===== src/rtl/eth_descrambler_if.sv =====
// Beat-level bus of the 64b/66b RX descrambler: upstream (i_*) and downstream (o_*) handshakes.
// Signal names are seen from the descrambler; the slave modport is the descrambler side.
interface eth_descrambler_if #(
  parameter int unsigned DATA_WIDTH = 32,
  parameter int unsigned HDR_WIDTH  = 2
);
  logic                  i_valid;
  logic                  o_ready;
  logic [DATA_WIDTH-1:0] i_data;
  logic [HDR_WIDTH-1:0]  i_header;
  logic                  i_header_valid;
  logic                  o_valid;
  logic                  i_ready;
  logic [DATA_WIDTH-1:0] o_data;
  logic [HDR_WIDTH-1:0]  o_header;
  logic                  o_header_valid;
  logic                  o_seeded;

  modport slave (
    input  i_valid, i_data, i_header, i_header_valid, i_ready,
    output o_ready, o_valid, o_data, o_header, o_header_valid, o_seeded
  );

  modport master (
    output i_valid, i_data, i_header, i_header_valid, i_ready,
    input  o_ready, o_valid, o_data, o_header, o_header_valid, o_seeded
  );
endinterface


===== src/rtl/eth_descrambler.sv =====
// Self-synchronous x^58+x^39+1 descrambler for the 64b/66b RX path, with header pass-through,
// seed tracking and an output register plus skid register on the beat handshake.
module eth_descrambler #(
  parameter int unsigned DATA_WIDTH = 32,
  parameter int unsigned HDR_WIDTH  = 2
) (
  input  logic             i_clk,
  input  logic             i_rst_n,
  input  logic             i_descrambler_bypass,
  input  logic             i_resync,
  eth_descrambler_if.slave bus
);
  localparam int unsigned LFSR_W     = 58;
  localparam int unsigned SEED_WORDS = (LFSR_W + DATA_WIDTH - 1) / DATA_WIDTH;
  localparam int unsigned CNT_W      = $clog2(SEED_WORDS + 1);
  localparam logic [CNT_W-1:0] SEED_MAX = CNT_W'(SEED_WORDS);

  typedef enum logic [1:0] {UNSEEDED, SEEDING, SEEDED} seed_state_e;

  typedef struct packed {
    logic [DATA_WIDTH-1:0] data;
    logic [HDR_WIDTH-1:0]  hdr;
    logic                  hv;
    logic                  seeded;
  } beat_t;

  seed_state_e           state_q, state_d;
  logic [CNT_W-1:0]      cnt_q, cnt_d;
  logic [LFSR_W-1:0]     lfsr_q, lfsr_d;
  beat_t                 out_q, out_d, skid_q, skid_d, beat_in;
  logic                  out_vld_q, out_vld_d, skid_vld_q, skid_vld_d;
  logic                  accept, seeded_now;
  logic [DATA_WIDTH-1:0] desc;

  // o_ready is skid-empty, a pure register output; nothing from i_ready reaches it.
  assign accept = bus.i_valid & ~skid_vld_q;

  // Whole-beat unrolled descrambler; the LFSR shifts in received bits, MSB first.
  always_comb begin : descramble
    logic [LFSR_W-1:0] s;
    s    = lfsr_q;
    desc = '0;
    for (int unsigned k = 0; k < DATA_WIDTH; k++) begin
      desc[DATA_WIDTH-1-k] = bus.i_data[DATA_WIDTH-1-k] ^ s[38] ^ s[57];
      s = {s[LFSR_W-2:0], bus.i_data[DATA_WIDTH-1-k]};
    end
    lfsr_d = accept ? s : lfsr_q;
  end

  always_ff @(posedge i_clk or negedge i_rst_n) begin
    if (!i_rst_n) begin
      state_q <= UNSEEDED;
      cnt_q   <= '0;
    end else begin
      state_q <= state_d;
      cnt_q   <= cnt_d;
    end
  end

  always_comb begin
    cnt_d = cnt_q;
    if (i_resync) begin
      cnt_d = accept ? CNT_W'(1) : '0;
    end else if (accept && (cnt_q != SEED_MAX)) begin
      cnt_d = cnt_q + 1'b1;
    end
    if (cnt_d == '0) begin
      state_d = UNSEEDED;
    end else if (cnt_d == SEED_MAX) begin
      state_d = SEEDED;
    end else begin
      state_d = SEEDING;
    end
  end

  // A beat accepted together with i_resync is seed word 0, never trusted.
  always_comb begin
    seeded_now = (state_q == SEEDED) & ~i_resync;
  end

  always_comb begin
    beat_in.data   = i_descrambler_bypass ? bus.i_data : desc;
    beat_in.hdr    = bus.i_header;
    beat_in.hv     = bus.i_header_valid;
    beat_in.seeded = seeded_now;
  end

  // Skid only fills while the output stalls; it refills the output before new beats.
  always_comb begin
    out_d      = out_q;
    out_vld_d  = out_vld_q;
    skid_d     = skid_q;
    skid_vld_d = skid_vld_q;
    if (!out_vld_q || bus.i_ready) begin
      if (skid_vld_q) begin
        out_d      = skid_q;
        out_vld_d  = 1'b1;
        skid_vld_d = 1'b0;
      end else begin
        out_vld_d = accept;
        if (accept) begin
          out_d = beat_in;
        end
      end
    end else if (accept) begin
      skid_d     = beat_in;
      skid_vld_d = 1'b1;
    end
  end

  always_ff @(posedge i_clk or negedge i_rst_n) begin
    if (!i_rst_n) begin
      lfsr_q     <= '1;
      out_q      <= '0;
      out_vld_q  <= 1'b0;
      skid_q     <= '0;
      skid_vld_q <= 1'b0;
    end else begin
      lfsr_q     <= lfsr_d;
      out_q      <= out_d;
      out_vld_q  <= out_vld_d;
      skid_q     <= skid_d;
      skid_vld_q <= skid_vld_d;
    end
  end

  assign bus.o_ready        = ~skid_vld_q;
  assign bus.o_valid        = out_vld_q;
  assign bus.o_data         = out_q.data;
  assign bus.o_header       = out_q.hdr;
  assign bus.o_header_valid = out_q.hv;
  assign bus.o_seeded       = out_q.seeded;
endmodule


===== src/flat_wrapper.sv =====
// flat-port wrapper written by rule: the top's interface ports become plain ports
module eth_descrambler_flat 
#(
  parameter int unsigned DATA_WIDTH = 32,
  parameter int unsigned HDR_WIDTH  = 2
)
  (i_clk, i_rst_n, i_descrambler_bypass, i_resync, bus_i_valid, bus_i_data, bus_i_header, bus_i_header_valid, bus_i_ready, bus_o_ready, bus_o_valid, bus_o_data, bus_o_header, bus_o_header_valid, bus_o_seeded);
  eth_descrambler_if #(.DATA_WIDTH(DATA_WIDTH), .HDR_WIDTH(HDR_WIDTH)) bus_i ();
  input  logic i_clk;
  input  logic i_rst_n;
  input  logic i_descrambler_bypass;
  input  logic i_resync;
  input wire logic [$bits(bus_i.i_valid)-1:0] bus_i_valid;
  input wire logic [$bits(bus_i.i_data)-1:0] bus_i_data;
  input wire logic [$bits(bus_i.i_header)-1:0] bus_i_header;
  input wire logic [$bits(bus_i.i_header_valid)-1:0] bus_i_header_valid;
  input wire logic [$bits(bus_i.i_ready)-1:0] bus_i_ready;
  output wire logic [$bits(bus_i.o_ready)-1:0] bus_o_ready;
  output wire logic [$bits(bus_i.o_valid)-1:0] bus_o_valid;
  output wire logic [$bits(bus_i.o_data)-1:0] bus_o_data;
  output wire logic [$bits(bus_i.o_header)-1:0] bus_o_header;
  output wire logic [$bits(bus_i.o_header_valid)-1:0] bus_o_header_valid;
  output wire logic [$bits(bus_i.o_seeded)-1:0] bus_o_seeded;
  assign bus_i.i_valid = bus_i_valid;
  assign bus_i.i_data = bus_i_data;
  assign bus_i.i_header = bus_i_header;
  assign bus_i.i_header_valid = bus_i_header_valid;
  assign bus_i.i_ready = bus_i_ready;
  assign bus_o_ready = bus_i.o_ready;
  assign bus_o_valid = bus_i.o_valid;
  assign bus_o_data = bus_i.o_data;
  assign bus_o_header = bus_i.o_header;
  assign bus_o_header_valid = bus_i.o_header_valid;
  assign bus_o_seeded = bus_i.o_seeded;
  eth_descrambler #(.DATA_WIDTH(DATA_WIDTH), .HDR_WIDTH(HDR_WIDTH)) u_core (.i_clk(i_clk), .i_rst_n(i_rst_n), .i_descrambler_bypass(i_descrambler_bypass), .i_resync(i_resync), .bus(bus_i));
endmodule

===== config.mk =====
export PLATFORM = sky130hd
export DESIGN_NAME = eth_descrambler_flat
export DESIGN_NICKNAME = d
export VERILOG_FILES = /design/src/rtl/eth_descrambler_if.sv /design/src/rtl/eth_descrambler.sv /design/src/flat_wrapper.sv
export SDC_FILE = /design/constraint.sdc
export NUM_CORES = 1
export LEC_CHECK = 0
export ABC_AREA = 0
export BUFFER_PORTS_ARGS = -buffer_cell sky130_fd_sc_hd__buf_2
export CORE_ASPECT_RATIO = 1.2
export CORE_MARGIN = 2
export CORE_UTILIZATION = 50
export DETAILED_ROUTE_END_ITERATION = 16
export PLACE_DENSITY = 0.75
export RECOVER_POWER = 50
export SYNTH_ARGS = -nofsm -noshare
export SYNTH_HDL_FRONTEND = slang
export SYNTH_SLANG_ARGS = --single-unit

===== constraint.sdc =====
create_clock -name i_clk -period 3.02 [get_ports i_clk]
set_input_delay 0.302 -clock i_clk [delete_from_list [all_inputs] [get_ports i_clk]]
set_output_delay 0.302 -clock i_clk [all_outputs]
set_load 0.02 [all_outputs]

### After elaboration in Yosys (flattened, before gate mapping)

Index checks and enable logic that the tools add are counted.
Widths: inputs -> output; s select.

* register bits: 136
* input bits: 41
* word-level logic and storage cells: 105
* output and inout bits: 38

* add/sub/neg operators: 1
* bitwise logic cells: 69
* eq/ne operators: 3
* multiplexer cells: 11
* reduce and logical (&&, ||, !) cells: 8

Operators by type and width (number)
* $mux 36: 2
* $xor 1x1->1: 64
* $mux 32: 1
* $mux 2: 4
* $eq 2x2->1 const B: 2
* $mux 1: 4
* $reduce_and 2->1: 2
* $reduce_bool 2->1: 2
* $not 1->1: 3
* $add 2x1->2 const B: 1
* $and 1x1->1: 2
* $logic_not 2->1: 1
* $ne 2x2->1 const B: 1
* $logic_and 1x1->1: 1
* $logic_not 1->1: 1
* $logic_or 1x1->1: 1

### Longest topological paths before layout

Gate-level depths: netlist (run 1).

* word-level depth: 8
* mapped depth: 7

### Least setup slack after synthesis (run 1)

Ideal clock, no wire load.

* path type: reg-to-reg
* start: reg u_core.skid_vld_q
* end: reg u_core.lfsr_q[24]
* path slack: 1.570 ns
* arrival time: 1.367 ns
* data required time: 2.938 ns
* buffers on the path: 4
* stages on the path, launching flop included: 7
* cell sequence: dfrtp_1 -> buf_6 -> nand2b_4 -> buf_6 -> buf_2 -> buf_2 -> mux2_2

* longest elaborated chain between the ends: 2

Ends and longest elaborated chain
* start: declaration: RTL line eth_descrambler.sv:31 `logic out_vld_q, out_vld_d, skid_vld_q, skid_vld_d;`
* start signal: assignment: RTL line eth_descrambler.sv:123 `skid_vld_q <= skid_vld_d;`
* $not 1->1: RTL line eth_descrambler.sv:36 `assign accept = bus.i_valid & ~skid_vld_q;`
* $and 1x1->1: RTL line eth_descrambler.sv:36
* end signal: assignment: RTL line eth_descrambler.sv:119 `lfsr_q <= lfsr_d;`
* end: declaration: RTL line eth_descrambler.sv:29 `logic [LFSR_W-1:0] lfsr_q, lfsr_d;`

Every way passes these cells.
A chain may end at the register's enable or synchronous reset.

==> results.ini, run 1 <==
[worst_setup_path]
crit_path_top_delay_cell=clkbuf_2
path_cells=clkbuf_2 -> clkbuf_1
reg2reg_from=u_core.skid_vld_q
path_max_fanout=62
regToRegSetupSlack_ps=1050
worstSetupEndpointType=async pin
crit_arrival_ps=2380
crit_buf_inv=2
path_class=in2async
critPathLaunchType=input port
max_stage_delay_ps=1120
path_depth=2
worstReg2RegEnd=u_core.lfsr_q[28]
cp.required_ps=3390
crit_family=buffers and inverters
reg2reg_depth=3

[hold_path]
holdCritStartpoint=i_resync
hold_path_depth=2
hp-class=in2reg
whs_endpoint=u_core.state_q[1]

[outcome]
status=finished with violations
failed_checks=max-capacitance violations, max-slew violations

[detailed_routing]
drt_iter0_markers=337
finalWirelength_mm=15.0
dr.pass1.iters=7
routed.top_layer=met4
met2_length_mm=7.65
via_per_inst=5.64
wl_met1_mm=6.38
vias=4701
wl_met3_um=628
ant_nets=0
route.detailed.drc=0
avgRoutedWirePerCell_um=18.0

[finish]
syn2layout_area_growth_pct=17.0
post_route_cells_drive_above_1_share=0.328
n_antenna_cell=0
seq_area_um2=3450
nets=699
multiInputGateArea_um2=2750
fillCellCount=1032

[floorplanning]
chipWidth_um=107
fp-row-count=45
io_pins=79
die_h_um=128
core_um2=12600
die_area_um2=13700
start_util=0.509

[sta]
setup_violations=0
worst_slew_pin_slew_ps=1600
hold_viol=0
skew_ps=8.30
layout_setup_ws_ps=1000
report.final.slew_viol_count=62
rsz0062_at_grt=false
relSlewSlack=-0.0654
setup_tns_ps=0
min_period_over_period=0.668
fin_crit_ps=2020
max_freq_mhz=496

[global_route]
grt_start_max_net_pins=73
grt_pass1_wl_mm=24.1
antenna_found_initial=0
gr-usage-all-layers=0.230
grt_pass1_vias=4728
grt.overflow.total=0

[clock_tree]
post_cts_resized=0
htreeDepth=4
holdBufCountCts=0
insertion_delay_ps=420
cts.sinks=135
root_buffer=clkbuf_16
post-cts-setup-buffers=0
cts_inserted_buffers=17
cts.reportedPaths.clkPinSlew_ps=60
clock_path_buffers=2
cts_tree=done

[place]
io_buffers=78
place_congestion=0.829
hpwl_mm=9.70
place_ws_ps=1050

[power]
cellPowerDensity_nw_per_um2=810
p_leak_nw=3.10
ir_drop_v=0.000398

[synthesis]
synth-seq-cells=135
synth_area_um2=6380
ys_seq_area_frac=0.540
synth_largest_area_cell=dfrtp_1
avgSynthCellArea_um2=10.8
synth_fp_nets=634
synthDistinctLibCells=27
ys_top_cells_by_area=dfrtp_1, dfstp_2, mux2_2, o21ai_0, xnor2_1
yosysWarnings=0
netlist_instances=592
yosysTopAreaCellShare=0.302

[run]
max_cap_violations=1

power by group:
group | switching [mW] | internal (mW)
Clock | 0.745 | 1.34
Combinational | 0.789 | 0.580
Sequential | 0.278 | 2.33
Total | 1.81 | 4.24
layer usage:
layer,GRT usage,up-vias
li1,-,2208
met1,0.283,2330
met2,0.387,138
met3,0.0488,25
met4,0.105,0
met5,0,-
layout make-up:
cell class | instances | area share
multi-input cells | 415 | 0.368
well taps | 164 | 0.0275
repair buffers | 86 | 0.0616
clock inverters | 9 | 0.0168
flip-flops and latches | 135 | 0.462
inverters | 2 | 0.00101
clock buffers | 23 | 0.0626
how the worst max path moves through the flow:
stage                      start           endpoint  slack (ps)
6_report                 i_rst_n  u_core.skid_q[30]        1000
5_1_grt                  i_rst_n  u_core.skid_q[30]         520
4_1_cts        u_core.skid_vld_q        bus_o_ready        1050
3_5_place_dp         bus_i_valid  u_core.lfsr_q[44]        1050
3_3_place_gp         bus_i_valid  u_core.lfsr_q[17]        1090
2_1_floorplan  u_core.skid_vld_q  u_core.lfsr_q[24]        1570
synthesized netlist by cell type (all sizes together):
master and count:
a21oi 2, buf 15, clkbuf 25, dfrtp 77, dfstp 58, ha 1, inv 2, mux2 62
mux2i 3, nand2 69, nand2b 34, nor2 8, nor3 32, o21a 32, o21ai 104, o31ai 33
or3 2, or3b 1, xnor2 32
cell usage in the layout (no fill, tap or decap), types with 17 or more instances in the layout:
cell type,count
buf_2,58
clkbuf_1,24
clkbuf_16,17
dfrtp_1,76
dfstp_2,58
mux2_2,62
nand2_1,69
nand2b_1,33
nor3_1,32
o21a_1,32
o21ai_0,96
o31ai_1,33
xnor2_1,32
flip-flops by register name, summed over array words and instances, names as in the netlist:
| name | count |
|---|---|
| u_core.bus.o_header | 2 |
| u_core.cnt_q | 1 |
| u_core.bus.o_header_valid | 1 |
| u_core.bus.o_data | 32 |
| u_core.bus.o_valid | 1 |
| u_core.skid_vld_q | 1 |
| u_core.bus.o_seeded | 1 |
| u_core.skid_q | 36 |
| u_core.lfsr_q | 58 |
| u_core.state_q | 2 |
cells by family (layout without fill, tap and decap cells):
family          Yosys count  after routing  synth area share
xor+xnor                 32             32            0.0439
compound gates          171            171             0.160
mux                      65             65             0.114
simple gates            146            146             0.110
buf+inv                  42            120            0.0304
fa+ha+maj                 1              1           0.00196
flops                   135            135             0.540
metrics by stage:
| stage | hold slack (ps) | area, µm² | util | power, mW | instances |
|---|---|---|---|---|---|
| after detailed placement | 456 | 6910 | 0.550 | 4.00 | 802 |
| after floorplan | 6.41 | 6380 | - | 3.52 | 592 |
| after CTS | 1.87 | 7500 | 0.597 | 6.11 | 834 |
| after global routing | 118 | 7470 | 0.595 | 6.35 | 834 |
| final | 123 | 7470 | 0.595 | 6.05 | 834 |
| after global placement | 442 | 6910 | 0.550 | 3.93 | 802 |
worst reg2reg max path: stages, from the launching register on:
cell and delay [ps]:
dfrtp_2 360, nand2b_4 470, buf_4 630, mux2_2 440
No activity file was read; power rests on OpenSTA's default activity.
==> inputs of run 2 (changes only) <==
--- a/config.mk
+++ b/config.mk
@@ -11,7 +11,7 @@
 export CORE_MARGIN = 2
 export CORE_UTILIZATION = 50
 export DETAILED_ROUTE_END_ITERATION = 16
-export PLACE_DENSITY = 0.75
+export PLACE_DENSITY = 0.78
 export RECOVER_POWER = 50
 export SYNTH_ARGS = -nofsm -noshare
 export SYNTH_HDL_FRONTEND = slang
==> constraint.sdc (replaced) <==
create_clock -name i_clk -period 1.6 [get_ports i_clk]
set_input_delay 0.16 -clock i_clk [delete_from_list [all_inputs] [get_ports i_clk]]
set_output_delay 0.16 -clock i_clk [all_outputs]
set_load 0.02 [all_outputs]
==> run 2 against run 1 <==
The run now ends clean. Power rose by 100%. Count of clock-buffer cells in the layout fell by 2. Final cell count rose by 1.4%. Register-to-register slack got worse by 980 ps. Clock power rose by 130%. Core utilization rose by 2.2 points. Global-route usage rose by 0.53 points. Die area did not move. Via count rose by 3.7%.
==> results.ini, run 2 (synthesis results as in run 1) <==
[outcome]
status=finished clean

[finish]
final_common_cell=o21ai_0
fillCellCount=957
largest-register=u_core.lfsr_q
nets=711
stdcell_count=846
design_area_um2=7750
syn2layout_area_growth_pct=21.4
final_util=0.617
layout_common_cells=o21ai_0, dfrtp_1, nand2_1, mux2_2
post_route_cells_drive_above_1_share=0.336
n_antenna_cell=0
largest_reg_flops=58

[sta]
layout_setup_ws_ps=74.1
max_freq_mhz=655
skew_ps=9.87
fin_crit_ps=1530
holdWs_ps=15.4
report.final.slew_viol_count=0
setup_violations=0
rsz0062_at_grt=false
hold_viol=0
worst_slew_pin_slew_ps=832
relSlewSlack=0.445
setup_tns_ps=0
min_period_over_period=0.954

[power]
clock_power_share=0.388
ir_drop_v=0.000763
p_sw_frac=0.283
power.internal_mw=8.86
p_leak_nw=3.24
switchingPower_mw=3.50
cellPowerDensity_nw_per_um2=1590
p_seq_frac=0.398
p_total_mw=12.4
combPwrFrac=0.214

[floorplanning]
core_um2=12600
die_h_um=128
fp-row-count=45
start_util=0.509
io_pins=79
die_area_um2=13700
chipWidth_um=107

[worst_setup_path]
crit_path_top_delay_cell=dfrtp_1
critPathLaunchType=register
reg2reg_depth=5
crit_family=simple AND/OR/NAND/NOR gates
path_cells=inv_1 -> ha_1 -> or3_1 -> mux2_2 -> nor2_2
path_max_fanout=3
max_stage_delay_ps=390
crit_buf_inv=1
regToRegSetupSlack_ps=70
cp.required_ps=1950
cp-startpoint=u_core.state_q[0]
worstReg2RegEnd=u_core.state_q[1]
path_depth=5
worstSetupEndpointType=register
reg2reg_from=u_core.state_q[0]
crit_arrival_ps=1870
path_class=reg2reg

[detailed_routing]
drt_iter0_markers=379
ant_nets=0
via_per_inst=5.76
route.detailed.drc=0
vias=4877
finalWirelength_mm=15.4
dr.pass1.iters=8
avgRoutedWirePerCell_um=18.2

[clock_tree]
clock_path_buffers=2
cts.sinks=135
insertion_delay_ps=420
cts_tree=done
cts.reportedPaths.clkPinSlew_ps=60
htreeDepth=4
root_buffer=clkbuf_16
cts_inserted_buffers=17

[hold_path]
whs_endpoint=u_core.lfsr_q[12]
hp-class=in2reg
hold_path_depth=2
holdCritStartpoint=bus_i_data[12]

[run]
max_cap_violations=0

[global_route]
grt_pass1_wl_mm=24.9
gr-usage-all-layers=0.235
grt_pass1_vias=4874
grt.overflow.total=0
antenna_found_initial=0
grt_start_max_net_pins=73

[place]
place_congestion=0.814
place_ws_ps=94.2
dp.cells=807
place_area_um2=6980
hpwl_mm=10.3
io_buffers=78

## run 2: cell types whose count changed in the layout (fill, tap and decap cells not counted), sizes merged
cell,previous run,this run
buf,65,71
dlygate4sd3,0,6
bufinv,3,8
clkbuf,44,42
clkinv,4,2
clkinvlp,2,0
inv,2,3
## run 2: cell type report
cell class	instances	area, µm²	share of cell area
inverters	2	7.51	0.000969
flip-flops and latches	135	3450	0.446
well taps	164	205	0.0265
repair buffers	98	606	0.0782
clock buffers	21	460	0.0594
multi-input cells	415	2750	0.355
clock inverters	11	267	0.0344
## run 2: worst register-to-register path, stage by stage, from the launching register on
cell and delay, ps:
dfrtp_1 390, inv_1 110, ha_1 230, or3_1 370
mux2_2 280, nor2_2 80
## run 2: worst max path at each step
stage	end	slack [ps]
2_1_floorplan	u_core.lfsr_q[24]	150
3_3_place_gp	u_core.state_q[1]	140
3_5_place_dp	u_core.state_q[1]	90
4_1_cts	bus_o_ready	60
5_1_grt	u_core.state_q[1]	10
6_report	u_core.state_q[1]	70
## run 2: power by group through the flow
stage / Clock (mW) / Combinational, mW / Sequential (mW)
after floorplan: 0 / 1.56 / 5.08
after global placement: 0 / 2.55 / 4.89
after detailed placement: 0 / 2.63 / 4.94
after CTS: 4.83 / 2.69 / 4.90
after global routing: 5.00 / 2.90 / 5.00
final: 4.79 / 2.64 / 4.92
## run 2: timing repair
item	CTS	global route
endpoints found under the setup margin	1	2
hold buffers	6	0
gates resized for setup	1	1
pin swaps	0	0
endpoints found under the hold margin	10	0
buffers inserted	0	1
## run 2: routing by layer
| layer | global-route usage | share of wire | vias up | routed length, µm |
|---|---|---|---|---|
| met4 | 0.0710 | 0.014 | 0 | 215 |
| met3 | 0.0493 | 0.042 | 21 | 650 |
| li1 | - | - | 2239 | - |
| met2 | 0.413 | 0.53 | 145 | 8180 |
| met1 | 0.291 | 0.41 | 2472 | 6320 |
| met5 | 0 | 0 | - | 0 |
